**config.mk**
```make
export PLATFORM = sky130hd
export DESIGN_NAME = shift_ctrl
export DESIGN_NICKNAME = d
export VERILOG_FILES = /design/src/rtl/shift_ctrl.sv
export SDC_FILE = /design/constraint.sdc
export NUM_CORES = 1
export LEC_CHECK = 0
export BUFFER_PORTS_ARGS = -buffer_cell sky130_fd_sc_hd__buf_2
export CORE_MARGIN = 2
export CORE_UTILIZATION = 60
export DETAILED_ROUTE_END_ITERATION = 8
export PLACE_DENSITY = 0.78
export RECOVER_POWER = 25
export SYNTH_ARGS = -nofsm -noshare
export SYNTH_HDL_FRONTEND = slang
export SYNTH_SLANG_ARGS = --single-unit
```
**constraint.sdc**
```tcl
create_clock -name clk -period 2.2 [get_ports clk]
set_input_delay 0.11 -clock clk [delete_from_list [all_inputs] [get_ports clk]]
set_output_delay 0.11 -clock clk [all_outputs]
set_load 0.005 [all_outputs]
```
**src/rtl/shift_ctrl.sv**
```systemverilog
// Button/switch front end for the LED shift register: synchronize, debounce,
// turn presses into the one-hot command word, capture switches, make the strobe.
module shift_ctrl #(
  parameter int CLK_HZ          = 100_000_000,
  parameter int STROBE_HZ       = 1,
  parameter int DEBOUNCE_CYCLES = 1_000_000
) (
  input  logic       clk,
  input  logic       rst_n,
  input  logic       btnl,
  input  logic       btnu,
  input  logic       btnr,
  input  logic       btnd,
  input  logic [7:0] sw,
  output logic [3:0] state,
  output logic [7:0] d_in,
  output logic       strobe_1hz
);

  localparam int PERIOD = CLK_HZ / STROBE_HZ;
  localparam int STB_W  = $clog2(PERIOD);
  localparam int DB_W   = $clog2(DEBOUNCE_CYCLES + 1);
  localparam logic [DB_W-1:0]  DB_LAST  = DB_W'(DEBOUNCE_CYCLES - 1);
  localparam logic [STB_W-1:0] STB_PRE  = STB_W'(PERIOD - 2);
  localparam logic [STB_W-1:0] STB_LAST = STB_W'(PERIOD - 1);

  typedef enum logic [1:0] {
    MODE_NONE,
    MODE_LEFT,
    MODE_RIGHT
  } mode_t;

  // Button bit order matches the command word: 0=left 1=load 2=right 3=clear.
  logic [3:0]      btn_raw;
  logic [3:0]      btn_p0, btn_p1;
  logic [7:0]      sw_p0, sw_p1;
  logic [3:0]      db_p2, db_p3;
  logic [DB_W-1:0] db_cnt [4];
  logic [3:0]      press;

  mode_t           mode;
  logic            load_q, clr_q;
  logic [7:0]      d_q;

  logic [STB_W-1:0] stb_cnt;
  logic             stb_q;

  assign btn_raw = {btnd, btnr, btnu, btnl};

  // Stage p0/p1: two-flop synchronizers for buttons and switches.
  always_ff @(posedge clk or negedge rst_n) begin
    if (!rst_n) begin
      btn_p0 <= '0;
      btn_p1 <= '0;
      sw_p0  <= '0;
      sw_p1  <= '0;
    end else begin
      btn_p0 <= btn_raw;
      btn_p1 <= btn_p0;
      sw_p0  <= sw;
      sw_p1  <= sw_p0;
    end
  end

  // Stage p2: per-button debounce; level flips after DEBOUNCE_CYCLES stable mismatches.
  always_ff @(posedge clk or negedge rst_n) begin
    if (!rst_n) begin
      for (int i = 0; i < 4; i++) db_cnt[i] <= '0;
      db_p2 <= '0;
      db_p3 <= '0;
    end else begin
      db_p3 <= db_p2;
      for (int i = 0; i < 4; i++) begin
        if (btn_p1[i] == db_p2[i]) begin
          db_cnt[i] <= '0;
        end else if (db_cnt[i] == DB_LAST) begin
          db_p2[i]  <= ~db_p2[i];
          db_cnt[i] <= '0;
        end else begin
          db_cnt[i] <= db_cnt[i] + DB_W'(1);
        end
      end
    end
  end

  assign press = db_p2 & ~db_p3;

  // Stage p3: command register; clear beats left/right, simultaneous left+right holds.
  always_ff @(posedge clk or negedge rst_n) begin
    if (!rst_n) begin
      mode   <= MODE_NONE;
      load_q <= 1'b0;
      clr_q  <= 1'b0;
      d_q    <= '0;
    end else begin
      load_q <= press[1];
      clr_q  <= press[3];
      if (press[1]) d_q <= sw_p1;
      if (press[3])                   mode <= MODE_NONE;
      else if (press[0] && !press[2]) mode <= MODE_LEFT;
      else if (press[2] && !press[0]) mode <= MODE_RIGHT;
    end
  end

  assign state = {clr_q, (mode == MODE_RIGHT), load_q, (mode == MODE_LEFT)};
  assign d_in  = d_q;

  // Free-running strobe; the pulse is registered one count early so it lines up with the terminal count.
  always_ff @(posedge clk or negedge rst_n) begin
    if (!rst_n) begin
      stb_cnt <= '0;
      stb_q   <= 1'b0;
    end else begin
      stb_cnt <= (stb_cnt == STB_LAST) ? '0 : stb_cnt + STB_W'(1);
      stb_q   <= (stb_cnt == STB_PRE);
    end
  end

  assign strobe_1hz = stb_q;

endmodule

```
==> results of run 1 <==
[cells by family (layout without fill, tap and decap cells)]
logic type,count (synthesis),after routing,synth area share [%]
multiplexers,12,12,1.99
adder cells (fa/ha/maj),8,8,1.40
AND/OR/NAND/NOR,282,282,22.7
buffers and inverters,43,107,2.66
XOR/XNOR,65,65,8.40
flip-flops,152,152,56.2
AO/OA/AOI/OAI,75,75,6.72
[metrics by stage]
step / utilization [%] / hold slack (ps) / area (µm²) / total power [mW]
finish: 71.6 / 328 / 7830 / 5.83
global route: 71.6 / 326 / 7830 / 6.02
CTS: 71.5 / 234 / 7820 / 5.86
detailed placement: 65.1 / 106 / 7120 / 3.07
global placement: 65.1 / 98.5 / 7120 / 3.06
floorplan: - / -186 / 6770 / 2.96
[repair_timing]
action / CTS / global route
resized for setup: 0 / 4
hold buffers: 13 / 0
hold endpoints to repair: 64 / 0
endpoints found under the setup margin: 0 / 3
[routing by layer]
layer  track usage (%)  share of wire (%)  routed length [µm]
met2              40.3                 51                6720
met4              8.66                1.9                 252
met3              6.53                3.2                 425
met1              29.1                 44                5810
met5                 0                  0                   0
[power by group]
group | internal, mW | switching (mW) | total, mW
sequential | 2.84 | 0.0319 | 2.87
clock | 1.63 | 1.16 | 2.80
combinational | 0.0612 | 0.103 | 0.164
total | 4.53 | 1.30 | 5.83
[flip-flops by register name (all words and copies together) (netlist names)]
register	flops
mode	2
btn_p1	4
db_p3	4
strobe_1hz	1
stb_cnt	27
d_in	8
sw_p1	8
btn_p0	4
load_q	1
sw_p0	8
db_cnt	80
clr_q	1
db_p2	4
[cells in the mapped netlist, types with 2 or more instances]
| cell | instances | area share, % |
|---|---|---|
| sky130_fd_sc_hd__dfrtp_1 | 152 | 56 |
| sky130_fd_sc_hd__nor2_1 | 67 | 3.7 |
| sky130_fd_sc_hd__nand3_1 | 43 | 3.2 |
| sky130_fd_sc_hd__a21oi_1 | 33 | 2.4 |
| sky130_fd_sc_hd__xor2_1 | 33 | 4.3 |
| sky130_fd_sc_hd__nand2_1 | 32 | 1.8 |
| sky130_fd_sc_hd__xnor2_1 | 32 | 4.1 |
| sky130_fd_sc_hd__nand4_1 | 28 | 2.6 |
| sky130_fd_sc_hd__inv_1 | 24 | 1.3 |
| sky130_fd_sc_hd__or4_1 | 24 | 2.7 |
| sky130_fd_sc_hd__o21ai_0 | 19 | 1.4 |
| sky130_fd_sc_hd__or3_1 | 18 | 1.7 |
| sky130_fd_sc_hd__nor3_1 | 14 | 1.0 |
| sky130_fd_sc_hd__o31ai_1 | 14 | 1.6 |
| sky130_fd_sc_hd__and3_1 | 11 | 1.0 |
| sky130_fd_sc_hd__mux2_2 | 11 | 1.8 |
| sky130_fd_sc_hd__buf_2 | 9 | 0.66 |
| sky130_fd_sc_hd__nor4_1 | 9 | 0.83 |
| sky130_fd_sc_hd__clkbuf_1 | 8 | 0.44 |
| sky130_fd_sc_hd__and2_1 | 7 | 0.65 |
| sky130_fd_sc_hd__and4_1 | 6 | 0.78 |
| sky130_fd_sc_hd__ha_1 | 6 | 1.1 |
| sky130_fd_sc_hd__nor2b_1 | 5 | 0.46 |
| sky130_fd_sc_hd__nor4b_1 | 5 | 0.65 |
| sky130_fd_sc_hd__a31o_2 | 3 | 0.39 |
| sky130_fd_sc_hd__buf_4 | 2 | 0.22 |
| sky130_fd_sc_hd__maj3_1 | 2 | 0.30 |
| sky130_fd_sc_hd__nand2b_1 | 2 | 0.18 |
| sky130_fd_sc_hd__nand3_2 | 2 | 0.30 |
| sky130_fd_sc_hd__or2_2 | 2 | 0.18 |
[worst max-delay path, delay by kind of cell (launching register included)]
family	cells	cell delay (ps)
fa+ha+maj	1	240
compound gates	1	170
simple gates	3	1150
flops	1	420
[worst max path at each step]
stage / cells after the start / start / slack [ps] / to
5_1_grt: 5 / db_cnt[20] / -8 / db_cnt[38]
4_1_cts: 5 / db_cnt[20] / 30 / db_cnt[38]
2_1_floorplan: 6 / db_cnt[20] / 220 / db_cnt[38]
3_5_place_dp: 5 / db_cnt[20] / 40 / db_cnt[38]
3_3_place_gp: 5 / db_cnt[20] / 130 / db_cnt[38]
6_report: 5 / db_cnt[20] / 130 / db_cnt[38]
[layout make-up]
| cell class | count | area (µm²) |
|---|---|---|
| clock inverter | 11 | 113 |
| multi-input combinational | 442 | 2810 |
| timing repair buffer | 51 | 375 |
| tap | 140 | 175 |
| fill | 778 | 3100 |
| inverter | 24 | 90.1 |
| clock buffer | 21 | 460 |
| sequential | 152 | 3800 |
==> results.cfg, run 1 <==
[global_routing]
grt_pass1_vias = 4874
grt_start_max_net_pins = 55
gr-total-overflow = 0
grt_first_pass_wirelength_um = 22200
grt_use_total_pct = 23.7
antenna_found_initial = 0

[synth]
ys_async_sr_fraction_pct = 100
synth.net_count = 657
flip_flop_and_latch_count_after_synthesis = 152
number_of_synthesized_flops_with_an_enable_pin = 0
post_synth.cell_area_avg_um2 = 10.6
synthCells = 637
synthFlopType = sky130_fd_sc_hd__dfrtp_1
netlist_cell_types = 44
synth_sequential_area_ratio_pct = 56.2
synth.yosys.warnings = 0
post_synthesis_instance_area_mm2 = 0.00677

[clock_network]
cts-buffers-inserted = 17
clock_latency_ps = 420
cts.sinks = 152
clk_root_buffer_cell = sky130_fd_sc_hd__clkbuf_16
cts_tree = yes
cts-htree-levels = 4
post_cts_buffers = 0
clockBufferDepth = 2
clk_pin_slew_ps = 60

[routing]
vias_after_detailed_routing = 4907
postRouteWirelength_um = 13200
route.detailed.wl_per_inst_um = 15.7
drt-initial-drc-count = 195
drtAntennaViolNets = 0
drt_first_pass_iters = 4
drt_drc_violations_left = 0
vias_per_cell = 5.83

[worst_setup_path]
reg2regPathDepth = 5
worst-endpoint-required_ps = 2540
timing.critical_path.slowest_cell_delay_ps = 570
worstPathArrival_ps = 2410
worst_case_register_to_register_setup_slack_ps = 130
crit_slowest_cell = sky130_fd_sc_hd__or4_4
timing.critical_path.from_type = flop
path_class = flop to flop
worst-path-max-fanout = 8
crit_path_end_kind = flop
r2r-end = db_cnt[38]
crit_path_cell_trace = ha_2, nand2_1, or4_4, or4_1, a21oi_1
worstReg2RegStart = db_cnt[20]

[placed_design]
pre_cts_ws_ps = 42.0
gp_routability_congestion = 0.859
detailedPlacementHpwl_um = 8510
dp.cells = 796
buffer_ports.inserted = 26

[die]
overall_die_area_mm2 = 0.0122
ioPinCount = 27
coreArea_mm2 = 0.0109
die_width_um = 110
die_h_um = 110
start_util_pct = 61.9
num_rows = 38

[worst_hold_path]
worstHoldStart = btnl
whs_path_depth = 2
whs_endpoint = btn_p0[0]
holdCritPathClass = primary input to flop

[run]
max_cap_viol_count = 0

[sta]
final_min_period_over_clock_period_pct = 94.0
final_hold_viol_count = 0
final-max-slew-violation-count = 0
slew_headroom_pct = 5.04
post-route-worst-setup-slack_ps = 132
clock.fmax_ghz = 0.484
actual_transition_at_the_worst_max_transition_pin_ps = 1420
finClkSkew_ps = 6.20
setup_viol_count_final = 0
fin_tns_setup_ps = 0
finalWorstPathRequiredPeriod_ps = 2070

[finish]
layout-area-overhead-vs-synth_pct = 15.6
num-nets-final = 708
instances_no_fill = 841
antennaDiodeCount = 0
commonest_non_fill_non_tap_cells_in_the_layout = sky130_fd_sc_hd__dfrtp_1, sky130_fd_sc_hd__nor2_1, sky130_fd_sc_hd__nand3_1
final_common_cell = sky130_fd_sc_hd__dfrtp_1
layout-drive-gt1-share_pct = 13.8

[outcome]
status = finished, final reports clean

[power_and_ir_drop]
power.density_cell_area_mw_per_mm2 = 744
worst_vdd_drop_v = 0.000618
p_leak_nw = 3.34
No activity file was read; power rests on OpenSTA's default activity.
==> run 2: changes to the inputs <==
Settings changed: CORE_ASPECT_RATIO set to 0.6, CORE_UTILIZATION 60 to 55, PLACE_DENSITY 0.78 to 0.75.
Clock period 2.2 ns to 1.75 ns, I/O delays scaled along.
==> run 2 against run 1 <==
  * The flow now finishes with violations (setup timing)
  * Non-clock buffer count is 99 higher
  * Critical path depth stayed put
  * First-iteration DRC count is 100% higher
  * Sequential power is 25% higher
  * Critical path type unchanged
  * Critical endpoint unchanged
==> results.cfg, run 2 (synthesized netlist as in run 1, its figures left out) <==
[global_routing]
grt_first_pass_wirelength_um = 27900
grt_start_max_net_pins = 46
grt_pass1_vias = 5640
antenna_found_initial = 0
grt_use_total_pct = 26.1
gr-total-overflow = 0

[clock_network]
cts_tree = yes
clk_root_buffer_cell = sky130_fd_sc_hd__clkbuf_16
clock_latency_ps = 420
cts.sinks = 152
clockBufferDepth = 2
clk_pin_slew_ps = 60
cts-htree-levels = 4
cts-buffers-inserted = 17

[run]
max_cap_viol_count = 0

[finish]
commonest_non_fill_non_tap_cells_in_the_layout = sky130_fd_sc_hd__dfrtp_1, sky130_fd_sc_hd__buf_4, sky130_fd_sc_hd__nor2_1
antennaDiodeCount = 0
largest-register = db_cnt
largest_reg_flops = 80
layout-drive-gt1-share_pct = 33.4
final_common_cell = sky130_fd_sc_hd__dfrtp_1
layout-area-overhead-vs-synth_pct = 34.0
layout_top_registers = db_cnt x80, stb_cnt x27
num-nets-final = 807

[sta]
fin_tns_setup_ps = -3300
post-route-worst-setup-slack_ps = -120
final_min_period_over_clock_period_pct = 107
setup_viol_count_final = 41
actual_transition_at_the_worst_max_transition_pin_ps = 1160
fin_hold_ws_ps = 309
clock.fmax_ghz = 0.535
final-max-slew-violation-count = 0
finClkSkew_ps = 13.8
rsz0062_at_grt = true
final_hold_viol_count = 0
finalWorstPathRequiredPeriod_ps = 1870
slew_headroom_pct = 22.6

[worst_setup_path]
worst-path-max-fanout = 3
timing.critical_path.from_type = flop
critPathTopFamily = simple AND/OR/NAND/NOR gates
worst-endpoint-required_ps = 2090
crit_slowest_cell = sky130_fd_sc_hd__or4_1
crit_path_end_kind = flop
worstPathArrival_ps = 2210
path_class = flop to flop
crit_path_cell_trace = ha_4, nand2_4, or4_4, or4_1, a21oi_2
cp_bufs_invs = 0
timing.critical_path.slowest_cell_delay_ps = 510

[routing]
route.detailed.wl_per_inst_um = 18.3
vias_after_detailed_routing = 5733
postRouteWirelength_um = 17700
drtAntennaViolNets = 0
drt-met1-wl_um = 7710
dr.max_layer_used = met4
vias_per_cell = 5.94
drt-initial-drc-count = 394
routed-wl-met2_um = 8590
drt_first_pass_iters = 6
met3RoutedLength_um = 988
drt_drc_violations_left = 0

[placed_design]
gp_routability_congestion = 0.950
buffer_ports.inserted = 26
detailedPlacementHpwl_um = 10800
pre_cts_ws_ps = -126

[power_and_ir_drop]
swShare_pct = 22.9
total_switching_power_mw = 1.74
worst_vdd_drop_v = 0.000622
p_leak_nw = 3.91
clock_power_share_pct = 48.4
internal-power_mw = 5.86
p_comb_share_pct = 4.3
power.density_cell_area_mw_per_mm2 = 838
sequentialPowerShare_pct = 47.3

[outcome]
failed_checks = setup timing
status = finished with violations

[die]
start_util_pct = 56.3
overall_die_area_mm2 = 0.0132
num_rows = 31
ioPinCount = 27
die_width_um = 147
coreArea_mm2 = 0.0120
die_h_um = 90.0

[worst_hold_path]
holdCritPathClass = primary input to flop
run 2: layout make-up:
class | count | area (µm²)
flip-flops and latches | 152 | 3810
multi-input cells | 442 | 3170
fillers | 771 | 2950
repair buffers | 150 | 1210
clock buffers | 19 | 443
well taps | 165 | 206
clock inverters | 13 | 145
inverters | 24 | 90.1
run 2: worst paths after layout:
path | start | to | slack [ps] | cells past startpoint
max | db_cnt[20] | db_cnt[38] | -120 | 5
min | btnl | btn_p0[0] | 310 | 2
max reg2reg | db_cnt[20] | db_cnt[38] | -120 | 5
min reg2reg | btn_p0[2] | btn_p1[2] | 350 | 0
max in group asynchronous | rst_n | db_cnt[7] | 330 | 3
min in group asynchronous | rst_n | stb_cnt[21] | 420 | 2
run 2: through the flow:
step                instance area, µm²  total power, mW  instances  util [%]
floorplan                         6850             3.74        637         -
global placement                  7740             3.90        890      64.4
detailed placement                7740             3.92        890      64.4
CTS                               8660             7.58        947      72.0
global route                      9080             7.84        965      75.5
finish                            9080             7.60        965      75.5
run 2: timing repair:
| item | 4_1_cts | 5_1_grt |
|---|---|---|
| hold buffers | 13 | 0 |
| resized for setup | 33 | 73 |
| pin swaps | 16 | 19 |
| buffers inserted | 10 | 16 |
| setup endpoints to repair | 67 | 83 |
| endpoints found under the hold margin | 141 | 0 |
| gates cloned | 2 | 2 |
run 2: routing by layer:
layer	GRT usage [%]	vias to the layer above
li1	-	2575
met3	4.77	50
met1	37.4	2857
met2	41.5	251
met5	0	-
met4	7.29	0
run 2: power by group through the flow:
stage               sequential (mW)  clock, mW  combinational (mW)
global placement               3.66          0               0.246
detailed placement             3.66          0               0.258
finish                         3.60       3.68               0.328
CTS                            3.60       3.69               0.297
global route                   3.60       3.88               0.363
floorplan                      3.66          0              0.0739
